File: src/rtl/phase_sequencer.sv
// Five-phase instruction sequencer: decodes a 16-bit instruction once in P2, holds the
// controls, and issues phase-qualified strobes with a memory wait/timeout in P4.
module phase_sequencer #(
    parameter int CNT_W       = 16,
    parameter int MEM_TIMEOUT = 15,
    parameter int MEM_WAIT_EN = 1
) (
    input  logic             clock,
    input  logic             reset,
    input  logic             exec,
    input  logic             step,
    input  logic [15:0]      command,
    input  logic             mem_ready,
    input  logic             br_taken,
    output logic [4:0]       phase,
    output logic             ir_we,
    output logic             pc_inc,
    output logic             pc_load,
    output logic             reg_we,
    output logic             mem_re,
    output logic             mem_we,
    output logic             sw_re,
    output logic [1:0]       led_we,
    output logic             RegDst,
    output logic             MemtoReg,
    output logic [2:0]       ALUSrc,
    output logic [3:0]       ALUOp,
    output logic             running,
    output logic             halted,
    output logic             fault,
    output logic [CNT_W-1:0] insn_count
);

    localparam int WAIT_W = (MEM_TIMEOUT > 0) ? $clog2(MEM_TIMEOUT + 1) : 1;
    localparam logic [WAIT_W-1:0] TIMEOUT_V = WAIT_W'(MEM_TIMEOUT);

    typedef enum logic [2:0] {
        S_IDLE, S_P1, S_P2, S_P3, S_P4, S_P5, S_HALTED
    } state_t;

    typedef struct packed {
        logic       regDst;
        logic       memtoReg;
        logic [2:0] aluSrc;
        logic [3:0] aluOp;
        logic       isLd;
        logic       isSt;
        logic       regWr;
        logic       isBr;
        logic       isBrCond;
        logic       isIn;
        logic       isHalt;
        logic [1:0] led;
    } ctl_t;

    state_t           state_q, state_d;
    ctl_t             ctl_q, ctl_d, ctlDec;
    logic [WAIT_W-1:0] waitCnt_q, waitCnt_d;
    logic             fault_q, fault_d;
    logic [CNT_W-1:0] count_q, count_d;

    logic [1:0] op1;
    logic [2:0] op2;
    logic [3:0] op3;
    logic [3:0] dField;
    logic       unusedCmdBits;

    assign op1           = command[15:14];
    assign op2           = command[13:11];
    assign op3           = command[7:4];
    assign dField        = command[3:0];
    assign unusedCmdBits = ^command[10:8];

    always_comb begin
        ctlDec = '0;
        unique case (op1)
            2'b00: begin
                ctlDec.aluSrc   = 3'b001;
                ctlDec.isLd     = 1'b1;
                ctlDec.regWr    = 1'b1;
                ctlDec.memtoReg = 1'b1;
            end
            2'b01: begin
                ctlDec.aluSrc = 3'b001;
                ctlDec.isSt   = 1'b1;
            end
            2'b10: begin
                ctlDec.aluSrc = 3'b010;
                case (op2)
                    3'b000: begin
                        ctlDec.regWr  = 1'b1;
                        ctlDec.regDst = 1'b1;
                    end
                    3'b100:  ctlDec.isBr     = 1'b1;
                    3'b111:  ctlDec.isBrCond = 1'b1;
                    default: ;
                endcase
            end
            default: begin
                case (op3)
                    4'b0000, 4'b0001, 4'b0010, 4'b0011, 4'b0100, 4'b0110: begin
                        ctlDec.aluOp  = op3;
                        ctlDec.regWr  = 1'b1;
                        ctlDec.regDst = 1'b1;
                    end
                    4'b0101: ctlDec.aluOp = 4'b0101;
                    4'b0111: begin
                        ctlDec.aluSrc = 3'b100;
                        ctlDec.regWr  = 1'b1;
                    end
                    4'b1110: begin
                        ctlDec.aluSrc = 3'b100;
                        ctlDec.aluOp  = 4'b0001;
                        ctlDec.regWr  = 1'b1;
                    end
                    4'b1000, 4'b1001, 4'b1010, 4'b1011: begin
                        ctlDec.aluSrc = 3'b001;
                        ctlDec.aluOp  = op3;
                        ctlDec.regWr  = 1'b1;
                        ctlDec.regDst = 1'b1;
                    end
                    4'b1100: begin
                        ctlDec.isIn     = 1'b1;
                        ctlDec.regWr    = 1'b1;
                        ctlDec.memtoReg = 1'b1;
                        ctlDec.regDst   = 1'b1;
                    end
                    4'b1101: begin
                        ctlDec.aluSrc = 3'b101;
                        ctlDec.aluOp  = 4'b0110;
                        ctlDec.led    = (dField == 4'd0) ? 2'b10 : 2'b11;
                    end
                    default: ctlDec.isHalt = 1'b1;
                endcase
            end
        endcase
    end

    always_ff @(posedge clock) begin
        if (reset) begin
            state_q   <= S_IDLE;
            ctl_q     <= '0;
            waitCnt_q <= '0;
            fault_q   <= 1'b0;
            count_q   <= '0;
        end else begin
            state_q   <= state_d;
            ctl_q     <= ctl_d;
            waitCnt_q <= waitCnt_d;
            fault_q   <= fault_d;
            count_q   <= count_d;
        end
    end

    // The wait counter only survives consecutive P4 cycles without mem_ready.
    always_comb begin
        state_d   = state_q;
        ctl_d     = ctl_q;
        waitCnt_d = '0;
        fault_d   = fault_q;
        count_d   = count_q;
        phase     = 5'b00000;
        ir_we     = 1'b0;
        pc_inc    = 1'b0;
        pc_load   = 1'b0;
        reg_we    = 1'b0;
        mem_re    = 1'b0;
        mem_we    = 1'b0;
        sw_re     = 1'b0;
        led_we    = 2'b00;
        unique case (state_q)
            S_IDLE: begin
                if (exec) state_d = S_P1;
            end
            S_HALTED: begin
                if (exec) begin
                    state_d = S_P1;
                    fault_d = 1'b0;
                end
            end
            S_P1: begin
                phase   = 5'b00001;
                ir_we   = 1'b1;
                pc_inc  = 1'b1;
                state_d = S_P2;
            end
            S_P2: begin
                phase   = 5'b00010;
                ctl_d   = ctlDec;
                state_d = S_P3;
            end
            S_P3: begin
                phase   = 5'b00100;
                state_d = S_P4;
            end
            S_P4: begin
                phase  = 5'b01000;
                mem_re = ctl_q.isLd;
                mem_we = ctl_q.isSt;
                if (!(ctl_q.isLd || ctl_q.isSt) || MEM_WAIT_EN == 0 || mem_ready) begin
                    state_d = S_P5;
                end else begin
                    waitCnt_d = waitCnt_q + WAIT_W'(1);
                    if (MEM_TIMEOUT != 0 && waitCnt_d == TIMEOUT_V) begin
                        state_d = S_HALTED;
                        fault_d = 1'b1;
                    end
                end
            end
            S_P5: begin
                phase   = 5'b10000;
                reg_we  = ctl_q.regWr;
                pc_load = ctl_q.isBr || (ctl_q.isBrCond && br_taken);
                sw_re   = ctl_q.isIn;
                led_we  = ctl_q.led;
                count_d = count_q + CNT_W'(1);
                if (ctl_q.isHalt)  state_d = S_HALTED;
                else if (step)     state_d = S_IDLE;
                else               state_d = S_P1;
            end
            default: state_d = S_IDLE;
        endcase
    end

    assign RegDst     = ctl_q.regDst;
    assign MemtoReg   = ctl_q.memtoReg;
    assign ALUSrc     = ctl_q.aluSrc;
    assign ALUOp      = ctl_q.aluOp;
    assign running    = (state_q != S_IDLE) && (state_q != S_HALTED);
    assign halted     = (state_q == S_HALTED);
    assign fault      = fault_q;
    assign insn_count = count_q;

endmodule

File: config.mk
export PLATFORM = sky130hd
export DESIGN_NAME = phase_sequencer
export DESIGN_NICKNAME = d
export VERILOG_FILES = /design/src/rtl/phase_sequencer.sv
export SDC_FILE = /design/constraint.sdc
export NUM_CORES = 1
export LEC_CHECK = 0
export ABC_CLOCK_PERIOD_IN_PS = 1500
export CAP_MARGIN = 20
export CORE_MARGIN = 1
export CORE_UTILIZATION = 40
export DETAILED_ROUTE_END_ITERATION = 10
export PLACE_DENSITY = 0.8
export SYNTH_ARGS = -nofsm -noshare
export SYNTH_HDL_FRONTEND = slang
export SYNTH_SLANG_ARGS = --single-unit
File: constraint.sdc
create_clock -name clock -period 1.5 [get_ports clock]
set_input_delay 0.15 -clock clock [delete_from_list [all_inputs] [get_ports clock]]
set_output_delay 0.15 -clock clock [all_outputs]
set_load 0.02 [all_outputs]
=== Word-level counts from Yosys, hierarchy flattened ===
Cells that the tools add are included.

* $add $sub $neg: 2
* Equal/unequal tests: 31
* Muxes and demuxes: 38
* Bitwise gates (word level): 1
* Reductions and logical operators: 26

{| class="wikitable"
|+ Operator list
! cell !! count
|-
| $eq 4x4->1 const B || 8
|-
| $pmux 5 s5 || 1
|-
| $mux 1 || 20
|-
| $pmux 3 s6 || 1
|-
| $add 16x1->16 const B || 1
|-
| $eq 4x3->1 const B || 4
|-
| $pmux 4 s4 || 1
|-
| $eq 3x3->1 const B || 5
|-
| $reduce_or 15->1 || 1
|-
| $reduce_or 13->1 || 1
|-
| $mux 3 || 4
|-
| $reduce_or 11->1 || 1
|-
| $reduce_or 10->1 || 1
|-
| $pmux 3 s3 || 1
|-
| $eq 4x2->1 const B || 2
|-
| $logic_not 4->1 || 2
|-
| $mux 4 || 2
|-
| $reduce_or 2->1 || 4
|-
| $eq 3x2->1 const B || 2
|-
| $logic_not 3->1 || 2
|-
| $mux 2 || 3
|-
| $ne 2x2->1 const B || 3
|-
| $ne 3x3->1 const B || 2
|-
| $pmux 1 s2 || 3
|-
| 19 further kinds || 23
|}

* Register bits after elaboration: 42
* Input bits: 22
* Word-level logic and storage cells: 114

=== Depth between registers and ports, before layout ===
* Depth after elaboration: 5
* Gate-level depth with buffers: 6
* Gate-level depth less buffers: 5

=== Least setup slack after synthesis ===
Ideal clock, no wire load.

* Kind: register -> register
* From: reg count_q[2], in the netlist insn_count[2]
* To: reg count_q[15], in the netlist insn_count[15]
* Data arrival time: 1,545 ps
* Data required time: 1,368 ps
* Setup slack: -177 ps
* Stages on the path, launching flop included: 5
* Period minus slack after synthesis: 1,677 ps
* Cell sequence: dfxtp_1 -> nand4_2 -> or3_4 -> o41ai_1 -> a21oi_1

* Word-level cells in the longest chain between the ends: 1

{| class="wikitable"
|+ RTL lines
! element !! line !! source
|-
| start: declaration || 60 || <nowiki>logic [CNT_W-1:0] count_q, count_d;</nowiki>
|-
| start signal: assignment || 151 || <nowiki>count_q <= count_d;</nowiki>
|-
| $add 16x1->16 || 216 || <nowiki>count_d = count_q + CNT_W'(1);</nowiki>
|}

No other way between the ends.
A chain may end at the register's enable or synchronous reset.

=== Worst setup path after layout ===
* From: reg state_q[2]
* To: reg ctl_q (netlist bit ALUOp[0])

* Word-level cells in the longest chain between the ends: 1

{| class="wikitable"
|+ RTL lines
! element !! line !! source
|-
| start: declaration || 56 || <nowiki>state_t state_q, state_d;</nowiki>
|-
| start signal: assignment || 147 || <nowiki>state_q <= state_d;</nowiki>
|-
| $eq 3x2->1 || 171 || <nowiki>unique case (state_q)</nowiki>
|-
| end signal: assignment || 148 || <nowiki>ctl_q <= ctl_d;</nowiki>
|-
| end: declaration || 57 || <nowiki>ctl_t ctl_q, ctl_d, ctlDec;</nowiki>
|}

No other way between the ends.

==> impl_results.md <==
- Status: finished, violations left
- Failing checks: setup timing
- Final hold vios: 0
- Fin Clk Skew: roughly 0.0094 ns
- Min-delay src: ctl_q[4]$_SDFFE_PP0P_
- DR pass1 iterations: 4
- Syn Nets: 286
- FP Rows: 26
- Crit path capture type: flop
- Initial Util: 0.417
- Cells after Synth: 261
- CTS clk-pin slew, worst paths: around 0.080 ns
- FF-to-FF path depth: 4
- Sw power: between 0.6 and 0.7 mW
- Hold depth: 2
- Clk_lat worst skew: ~0.3 ns
- Fraction of layout cells with a size suffix above 1: 0.269
- Core Box Area: roughly 0.005 mm²
- Crit path launch: state_q[2]$_SDFFE_PP0P_
- Longest Clk Path Bufs: 2
- Average size of a mapped cell: approximately 8 µm²
- Hold Crit Endpoint: ctl_q[4]$_SDFFE_PP0P_
- Least-Margin Pin Slew: 0.364 ns
- Initial detailed-routing violation count: approximately 120
- Reg2Reg Setup Slack: -0.05 ns
- Root buffer cell: clkbuf_8
- Max cap viols: 0
- Arrival time of the worst setup path: between 1.5 and 2 ns
- Antenna violations before repair: 0
- Fin. max-slew vios: 0
- IO Port Bufs: 60
- RSZ-0062 raised after global routing: true
- Max-slew headroom: 0.755
- Die W: approximately 75 µm
- Setup TNS: -0.134 ns
- Die area: 0.00563 mm²
- R2R Path End: ALUOp[0]$_SDFFE_PP0P_
- Die height: between 70 and 80 µm
- Placed cells: 405
- Final period util: 1.03
- Yosys Warn Count: 0
- Register share of total power: 0.462
- EDFF count, synth: 0
- GP Congestion: between 0.8 and 0.9
- Pin count of the biggest net entering global routing: 22
- Crit Path Class: flop to flop
- R2R Path Start: state_q[2]$_SDFFE_PP0P_
- Nets: 370
- Post-synth top area share: 0.394
- Antenna-violating nets left: 0
- Lkg Pwr: ~1.4 nW
- Global route overflow: 0
- # H-tree levels: 2
- Synth Flop Type: dfxtp_1
- Vias in the first global route: approximately 2.0k
- I/O pins: 64
- First-pass GRT wire length: roughly 8600 µm
- WL final: roughly 5500 µm
- N_diodes: 0
- Sink Count: 42
- Final core occ: 0.625
- Async SR Flop Fraction: 0
- Post-synth top cells: 42 x dfxtp_1, 26 x a21oi_1, 26 x nor2_1
- VDD IR max: a little under 0.0005 V
- Worst-path fanout max: 21
- Yosys cell types: 48
- Most common cell in the synthesized netlist: dfxtp_1
- Dpl hpwl: about 4000 µm
- Via count: 2,175
- Pint: about 1.9 mW
- Via-to-Cell Ratio: 5.23
- Synthesized flop and latch total: between 40 and 50
- Final setup viols: 4
- Hold Path Class: flop to flop
- Post-Layout Cell Count: 416
- Routed WL per cell: 13.2 µm
- Worst setup SP type: flop
- Maximum clock frequency: about 640 MHz
- Tot GR Track Use: 0.201
- Sequential share of the synthesized area: 0.394
- Worst setup margin: -0.0514 ns
- Post-Syn Area: between 0.002 and 0.0025 mm²
- Drt drc: 0
- WP data required: roughly 1.7 ns
- Cts hold-fix bufs: 0
- Clock share of power: 0.346
- CTS tree: yes
- Switching Share: 0.261
- Tmin final: around 1.6 ns
- Pwr Density: between 700 and 800 mW/mm²
- Dominant cells by area after synthesis: dfxtp_1 39%, a21oi_1 6.1%, nor2_1 4.6%, xnor2_1 4.1%, nand2_1 4.0%
- Dominant cell type by area after synthesis: dfxtp_1
- Final hold slack: between 0.4 and 0.5 ns
- Area Growth Syn to Fin: 49.6%
- Num CTS Buffers: 5
- Logic pwr share: 0.192
-- what timing repair did --
item | 4_1_cts | 5_1_grt
pin swaps | 3 | 7
endpoints found under the setup margin | 30 | 32
buffers inserted | 3 | 1
resized for setup | 73 | 28
-- cell families after synthesis --
| logic type | after synthesis | synth area share |
|---|---|---|
| AOI/OAI and AO/OA | 54 | 0.152 |
| xor gates and xnor gates | 13 | 0.0534 |
| adders and majority gates | 4 | 0.0223 |
| buffers and inverters | 33 | 0.0792 |
| DFF | 42 | 0.394 |
| muxes | 1 | 0.00470 |
| and+or+nand+nor | 114 | 0.294 |
-- sequential cells by signal, summed over array words and instances (netlist names) --
register,count
state_q,3
insn_count,16
RegDst,1
MemtoReg,1
ALUOp,4
ctl_q,9
fault,1
waitCnt_q,4
ALUSrc,3
-- power groups by stage --
stage	clock [mW]	sequential, mW	combinational (mW)
2_1_floorplan	0	1.19	0.274
3_3_place_gp	0	1.19	0.476
3_5_place_dp	0	1.19	0.480
4_1_cts	0.889	1.16	0.473
5_1_grt	0.947	1.17	0.520
6_report	0.873	1.17	0.483
-- how the worst max path moves through the flow --
stage | to | slack [ns] | cells after the start
2_1_floorplan | insn_count[15]$_SDFFE_PP0N_ | -0.02 | 5
3_3_place_gp | mem_re | -0.1 | 4
3_5_place_dp | reg_we | -0.12 | 5
4_1_cts | ALUOp[1]$_SDFFE_PP0P_ | -0.03 | 4
5_1_grt | ALUOp[0]$_SDFFE_PP0P_ | -0.09 | 4
6_report | ALUOp[0]$_SDFFE_PP0P_ | -0.05 | 4
-- per-stage QoR --
step,instance area [µm²],total power [mW],setup WS [ns]
4_1_cts,3100,2.52,-0.0310
2_1_floorplan,2170,1.46,-0.0227
6_report,3190,2.52,-0.0514
3_5_place_dp,3010,1.67,-0.124
3_3_place_gp,3010,1.66,-0.0995
5_1_grt,3190,2.64,-0.0887
-- metal layers --
layer	global-route usage	wire, µm	up-vias
met1	0.258	2470	1030
met3	0.0415	237	7
met5	0	0	-
met2	0.330	2710	59
met4	0.0818	87	0
li1	-	-	1079
-- final cells by class --
cell class / count / area [µm²]
Sequential cell: 42 / 855
Multi-Input combinational cell: 186 / 1240
Timing Repair Buffer: 101 / 865
Clock inverter: 3 / 40.0
Fill cell: 445 / 1920
Tap cell: 70 / 87.6
Clock buffer: 5 / 68.8
Inverter: 9 / 38.8
-- placed cells by master (no fill, tap or decap), types with 4 or more instances in the layout --
cell type | netlist | routed
nand3_1 | 8 | 8
nand2b_1 | 5 | 5
or3_1 | 5 | 5
o22ai_1 | 4 | 4
clkbuf_8 | 0 | 5
buf_6 | 1 | 5
and3_1 | 5 | 4
nand4_1 | 7 | 7
clkdlybuf4s50_1 | 0 | 32
nand2_1 | 23 | 23
and2_1 | 6 | 6
inv_1 | 8 | 8
dlymetal6s2s_1 | 0 | 5
o21ai_0 | 9 | 9
dfxtp_1 | 42 | 33
dlygate4sd2_1 | 0 | 8
nor3_1 | 7 | 4
xnor2_1 | 10 | 10
buf_2 | 3 | 10
a21oi_1 | 26 | 23
dfxtp_2 | 0 | 8
nor2_1 | 26 | 26
buf_4 | 9 | 40
-- critical path, stage by stage, from the launching register on --
cell	delay, ns
dfxtp_2	0.33
or3b_1	0.41
buf_6	0.19
or3_1	0.40
a21oi_1	0.16
Note: power is estimated with default switching activity, not from simulation.
